### src/rtl/dispatch_ctrl.sv
// Dispatch sequencer: allocates ROB tags and steers decoded instructions into reservation stations.
// Optional DISPATCH_PERF_EN adds saturating stall counters for ROB-full and no-credit stalls.
module dispatch_ctrl #(
  parameter int ROB_DEPTH = 64,
  parameter int RS_DEPTH  = 4
) (
  input  logic       clk,
  input  logic       rst,
  input  logic       in_valid,
  input  logic [3:0] in_rs_dest,
  output logic       in_ready,
  output logic [5:0] dest_rob,
  output logic       rob_alloc,
  output logic [3:0] rs_we,
  input  logic [3:0] rs_release,
  input  logic       rob_commit,
  input  logic       flush,
  output logic       rob_full,
  output logic       rob_empty,
  output logic       err
`ifdef DISPATCH_PERF_EN
  ,
  output logic [31:0] perf_stall_rob,
  output logic [31:0] perf_stall_rs
`endif
);

  localparam logic [5:0] TAG_MAX  = 6'(ROB_DEPTH - 1);
  localparam logic [6:0] ROB_CAP  = 7'(ROB_DEPTH);
  localparam logic [3:0] RS_FULL  = 4'(RS_DEPTH);

  typedef enum logic {RUN, FLUSH} state_e;

  state_e     state_q, state_d;
  logic [5:0] head_q, head_d;
  logic [5:0] tail_q, tail_d;
  logic [6:0] count_q, count_d;
  logic [3:0] credit_q [4];
  logic [3:0] credit_d [4];
  logic       err_q, err_d;

  logic legal, has_credit, fire, commit_ok, commit_bad;

  function automatic logic [5:0] next_ptr(input logic [5:0] p);
    return (p == TAG_MAX) ? 6'd0 : p + 6'd1;
  endfunction

  // A zero select is a nop allocation and needs no station credit.
  always_comb begin
    legal      = (in_rs_dest & (in_rs_dest - 4'd1)) == 4'd0;
    has_credit = (in_rs_dest == 4'd0);
    for (int i = 0; i < 4; i++) begin
      if (in_rs_dest[i] && credit_q[i] != 4'd0) has_credit = 1'b1;
    end
  end

  assign rob_full   = (count_q == ROB_CAP);
  assign rob_empty  = (count_q == 7'd0);
  assign fire       = in_valid && state_q == RUN && !flush && !rob_full && legal && has_credit;
  assign commit_ok  = rob_commit && state_q == RUN && count_q != 7'd0;
  assign commit_bad = rob_commit && state_q == RUN && count_q == 7'd0;

  assign in_ready  = fire;
  assign rob_alloc = fire;
  assign rs_we     = fire ? in_rs_dest : 4'd0;
  assign dest_rob  = tail_q;
  assign err       = err_q;

  always_comb begin
    state_d  = state_q;
    tail_d   = tail_q;
    count_d  = count_q;
    credit_d = credit_q;
    head_d   = commit_ok ? next_ptr(head_q) : head_q;
    err_d    = err_q | (in_valid & ~legal) | commit_bad;
    if (flush) begin
      // Squash everything uncommitted; a same-cycle commit still retires first.
      tail_d  = head_d;
      count_d = 7'd0;
      for (int i = 0; i < 4; i++) credit_d[i] = RS_FULL;
      state_d = FLUSH;
    end else if (state_q == FLUSH) begin
      state_d = RUN;
    end else begin
      tail_d  = fire ? next_ptr(tail_q) : tail_q;
      count_d = count_q + {6'd0, fire} - {6'd0, commit_ok};
      for (int i = 0; i < 4; i++) begin
        if (rs_release[i] && credit_q[i] == RS_FULL) begin
          err_d       = 1'b1;
          credit_d[i] = credit_q[i] - {3'd0, rs_we[i]};
        end else begin
          credit_d[i] = credit_q[i] - {3'd0, rs_we[i]} + {3'd0, rs_release[i]};
        end
      end
    end
  end

  always_ff @(posedge clk) begin
    if (rst) begin
      state_q <= RUN;
      head_q  <= 6'd0;
      tail_q  <= 6'd0;
      count_q <= 7'd0;
      err_q   <= 1'b0;
      for (int i = 0; i < 4; i++) credit_q[i] <= RS_FULL;
    end else begin
      state_q  <= state_d;
      head_q   <= head_d;
      tail_q   <= tail_d;
      count_q  <= count_d;
      err_q    <= err_d;
      credit_q <= credit_d;
    end
  end

`ifdef DISPATCH_PERF_EN
  logic [31:0] stall_rob_q, stall_rob_d, stall_rs_q, stall_rs_d;
  logic        stall;

  // ROB-full takes priority when attributing a stalled valid cycle.
  always_comb begin
    stall       = in_valid && state_q == RUN && !flush && !fire;
    stall_rob_d = stall_rob_q;
    stall_rs_d  = stall_rs_q;
    if (stall && rob_full && stall_rob_q != 32'hFFFF_FFFF)
      stall_rob_d = stall_rob_q + 32'd1;
    if (stall && !rob_full && legal && !has_credit && stall_rs_q != 32'hFFFF_FFFF)
      stall_rs_d = stall_rs_q + 32'd1;
  end

  always_ff @(posedge clk) begin
    if (rst) begin
      stall_rob_q <= 32'd0;
      stall_rs_q  <= 32'd0;
    end else begin
      stall_rob_q <= stall_rob_d;
      stall_rs_q  <= stall_rs_d;
    end
  end

  assign perf_stall_rob = stall_rob_q;
  assign perf_stall_rs  = stall_rs_q;
`endif

endmodule
### config.mk
export PLATFORM = sky130hd
export DESIGN_NAME = dispatch_ctrl
export DESIGN_NICKNAME = d
export VERILOG_FILES = /design/src/rtl/dispatch_ctrl.sv
export SDC_FILE = /design/constraint.sdc
export NUM_CORES = 1
export LEC_CHECK = 0
export CAP_MARGIN = 10
export CORE_AREA = 8 8 77 79
export DETAILED_ROUTE_END_ITERATION = 7
export DIE_AREA = 0 0 85 87
export MAX_ROUTING_LAYER = met4
export PLACE_DENSITY = 0.83
export RECOVER_POWER = 100
export SLEW_MARGIN = 5
export SYNTH_ARGS = -nofsm -noshare
export SYNTH_HDL_FRONTEND = slang
export SYNTH_SLANG_ARGS = --single-unit
export TNS_END_PERCENT = 20
### constraint.sdc
create_clock -name clk -period 4.5 [get_ports clk]
set_input_delay 1.125 -clock clk [delete_from_list [all_inputs] [get_ports clk]]
set_output_delay 1.125 -clock clk [all_outputs]
set_load 0.01 [all_outputs]
==> impl_metrics.ini <==
[worst_setup_path]
r2r-start = count_q[5]$_SDFFE_PP0N_
reg2reg_depth = 16
worstPathArrival_ns = 3.27
reg2reg_to = count_q[6]$_SDFFE_PP0N_
cp.required_ns = 3.38
reg2reg_slack_ns = 1.13
worst-path-max-fanout = 4
start_kind = primary input
cp-startpoint = in_rs_dest[0]
critPathCaptureType = output pin
crit_type = primary input to output pin
cp-endpoint = rs_we[1]

[sta]
tns_ns = 0
worst_slack_ns = 0.110
slew_headroom_pct = 63.2
rsz0062_at_grt = false
worstMarginPinSlew_ns = 0.549
finalCriticalPeriod_ns = 4.39
finClkSkew_ns = 0.00545
max_freq_mhz = 228
drv_slew = 0
hold_viol_final = 0
setup_viol = 0
timing.final.crit_share_pct = 97.6

[logic_synthesis]
synth_nets = 359
syn_inst = 318
synthAdderAreaFrac_pct = 14.2
ys_seq_area_share_pct = 28.5
yosys.area.top_type = dfxtp_1
ys.flop_type = dfxtp_1
synth_top_family_by_area = simple AND/OR/NAND/NOR gates
async_flop_share_pct = 0
synth_xor_area_share_pct = 6.41
synth_compound_area_share_pct = 20.5
ys_ff_latch = 37
yosysWarnings = 0
synthTopCellsByArea = dfxtp_1, ha_1, a21oi_1
synth_top_area_share_pct = 28.5
synthSimpleGateAreaFrac_pct = 23.6
syn_area_per_cell_um2 = 8.17
syn_area_mm2 = 0.00260
synth_edf_count = 0
synth.mux.area_fraction_pct = 1.16
ys_types = 52

[final_layout]
fillers = 425
diodes = 0
area.growth.synth_to_final_pct = 15.9
final_layout_size_suffix_gt1_share_pct = 5.14
post-route-util_pct = 62.1
stdcell_count = 406
nNetsFinal = 390

[floorplanning]
die_height_um = 87
die_w_um = 85
die-area_mm2 = 0.00740
io_pins = 28
core_area_mm2 = 0.00485
initial_core_util_pct = 53.6
rows = 26

[drt]
drc = 0
final_antenna_net_count = 0
via_count = 2346
first_iter_violations = 113
routed_wl_um = 5790
wire_per_inst_um = 14.2
via_per_inst = 5.78
drt_pass1_iterations = 4

[place]
dp.cells = 398
hpwl_um = 4340
gp_congestion = 0.818
portBuffers = 27
pre_cts_ws_ns = 0.0109

[power]
power_density_mw_per_mm2 = 312
cellLeakagePower_nw = 1.20
power_uw = 939
ir_drop_mv = 0.161

[status]
status = finished, final reports clean

[clocking]
clock_sinks = 37
cts_buffers = 5
clock_latency_ns = 0.29
cts-root-buf = clkbuf_8
htree_num_levels = 2
path_clk_slew_ns = 0.07
clk_path_buf_depth = 2
cts_tree = built

[global_routing]
grt_use_total_pct = 17.0
first_global_vias = 2282
grt_pass1_wl_um = 10000
grt_use_met2_pct = 28.5
met1_usage_pct = 19.5
grt_overflow = 0
grt_util_met3_pct = 3.30
antenna_found_initial = 0
grt_max_degree = 33
grt.busiest_layer = met2

[min_path]
hp-class = register to register

[flow_run]
drv_cap = 0
placed cells by master, fill, tap and decap left out, drive strengths merged, types with 2 or more instances in the layout:
cell type and count:
a211o 4, a211oi 8, a21o 7, a21oi 27
a311oi 2, a31oi 2, and2 9, and3 3
buf 6, clkbuf 11, clkdlybuf4s25 2, clkdlybuf4s50 12
clkinv 2, dfxtp 37, dlygate4sd3 12, ha 27
inv 25, mux2i 3, nand2 16, nand2b 7
nand3 13, nand4 2, nand4b 2, nor2 29
nor2b 3, nor3 11, nor3b 6, nor4b 2
o2111ai 2, o211ai 5, o21ai 9, o311ai 3
o41ai 4, or3 2, or4 3, xnor2 11
xor2 8
cells in the mapped netlist (4+ instances only):
master and n:
dfxtp_1 37, nor2_1 29, a21oi_1 27, ha_1 27, inv_1 24, nand2_1 16, nand3_1 13, clkbuf_1 11
nor3_1 11, xnor2_1 11, and2_1 9, a211oi_1 8, xor2_1 8, a21o_1 7, nand2b_1 7, o21ai_0 7
nor3b_1 6, a211o_1 4, o41ai_1 4
through the flow:
step,cell area (µm²),hold slack (ns)
floorplan,2600,0.458
global placement,2960,0.471
detailed placement,2960,0.479
CTS,3050,0.490
global route,3010,0.526
finish,3010,0.490
flip-flops by register name (all words and copies together) (netlist names):
name      cells
credit_q     16
count_q       7
dest_rob      6
head_q        6
err           1
state_q       1
area by class of cell:
class | count | area, µm² | area share (%)
Clock buffer | 6 | 72.6 | 2.41
Clock inverter | 2 | 10.0 | 0.333
Inverter | 25 | 93.8 | 3.12
Multi-Input combinational cell | 243 | 1700 | 56.6
Sequential cell | 37 | 741 | 24.6
Tap cell | 56 | 70.1 | 2.33
Timing Repair Buffer | 37 | 320 | 10.6
worst min-delay path by stage:
| stage | endpoint | slack, ns | start | cells after the start |
|---|---|---|---|---|
| 2_1_floorplan | count_q[2]$_SDFFE_PP0N_ | 0.46 | count_q[2]$_SDFFE_PP0N_ | 2 |
| 3_3_place_gp | count_q[2]$_SDFFE_PP0N_ | 0.47 | count_q[2]$_SDFFE_PP0N_ | 2 |
| 3_5_place_dp | count_q[2]$_SDFFE_PP0N_ | 0.48 | count_q[2]$_SDFFE_PP0N_ | 2 |
| 4_1_cts | count_q[2]$_SDFFE_PP0N_ | 0.49 | count_q[2]$_SDFFE_PP0N_ | 2 |
| 5_1_grt | count_q[2]$_SDFFE_PP0N_ | 0.53 | count_q[2]$_SDFFE_PP0N_ | 2 |
| 6_report | count_q[2]$_SDFFE_PP0N_ | 0.49 | count_q[2]$_SDFFE_PP0N_ | 2 |
where the power goes:
part,internal (mW),switching (mW)
Clock,0.107,0.121
Combinational,0.157,0.176
Sequential,0.351,0.0268
layer usage:
metal	up-vias	share of wire (%)
li1	1202	-
met1	1082	44
met2	55	49
met3	7	5.5
met4	0	1.4
met5	-	0
worst max-delay path, cell delays in order:
cell and delay (ns):
clkdlybuf4s50_1 0.47, or3_4 0.42, o211ai_2 0.15, o211ai_1 0.15, nor2_2 0.15, buf_4 0.14
and2_1 0.13, clkdlybuf4s50_1 0.53
timing repair:
action | in CTS | in global routing
buffers inserted | 0 | 0
hold buffers | 0 | 0
endpoints found under the setup margin | 1 | 3
endpoints found under the hold margin | 0 | 0
gates resized for setup | 2 | 3
cells by family after synthesis:
logic type / after synthesis
xor gates and xnor gates: 19
buffers and inverters: 38
adders and majority gates: 29
muxes: 3
DFF: 37
and+or+nand+nor: 114
AOI/OAI and AO/OA: 78
Power figures use the tool's default switching activity.
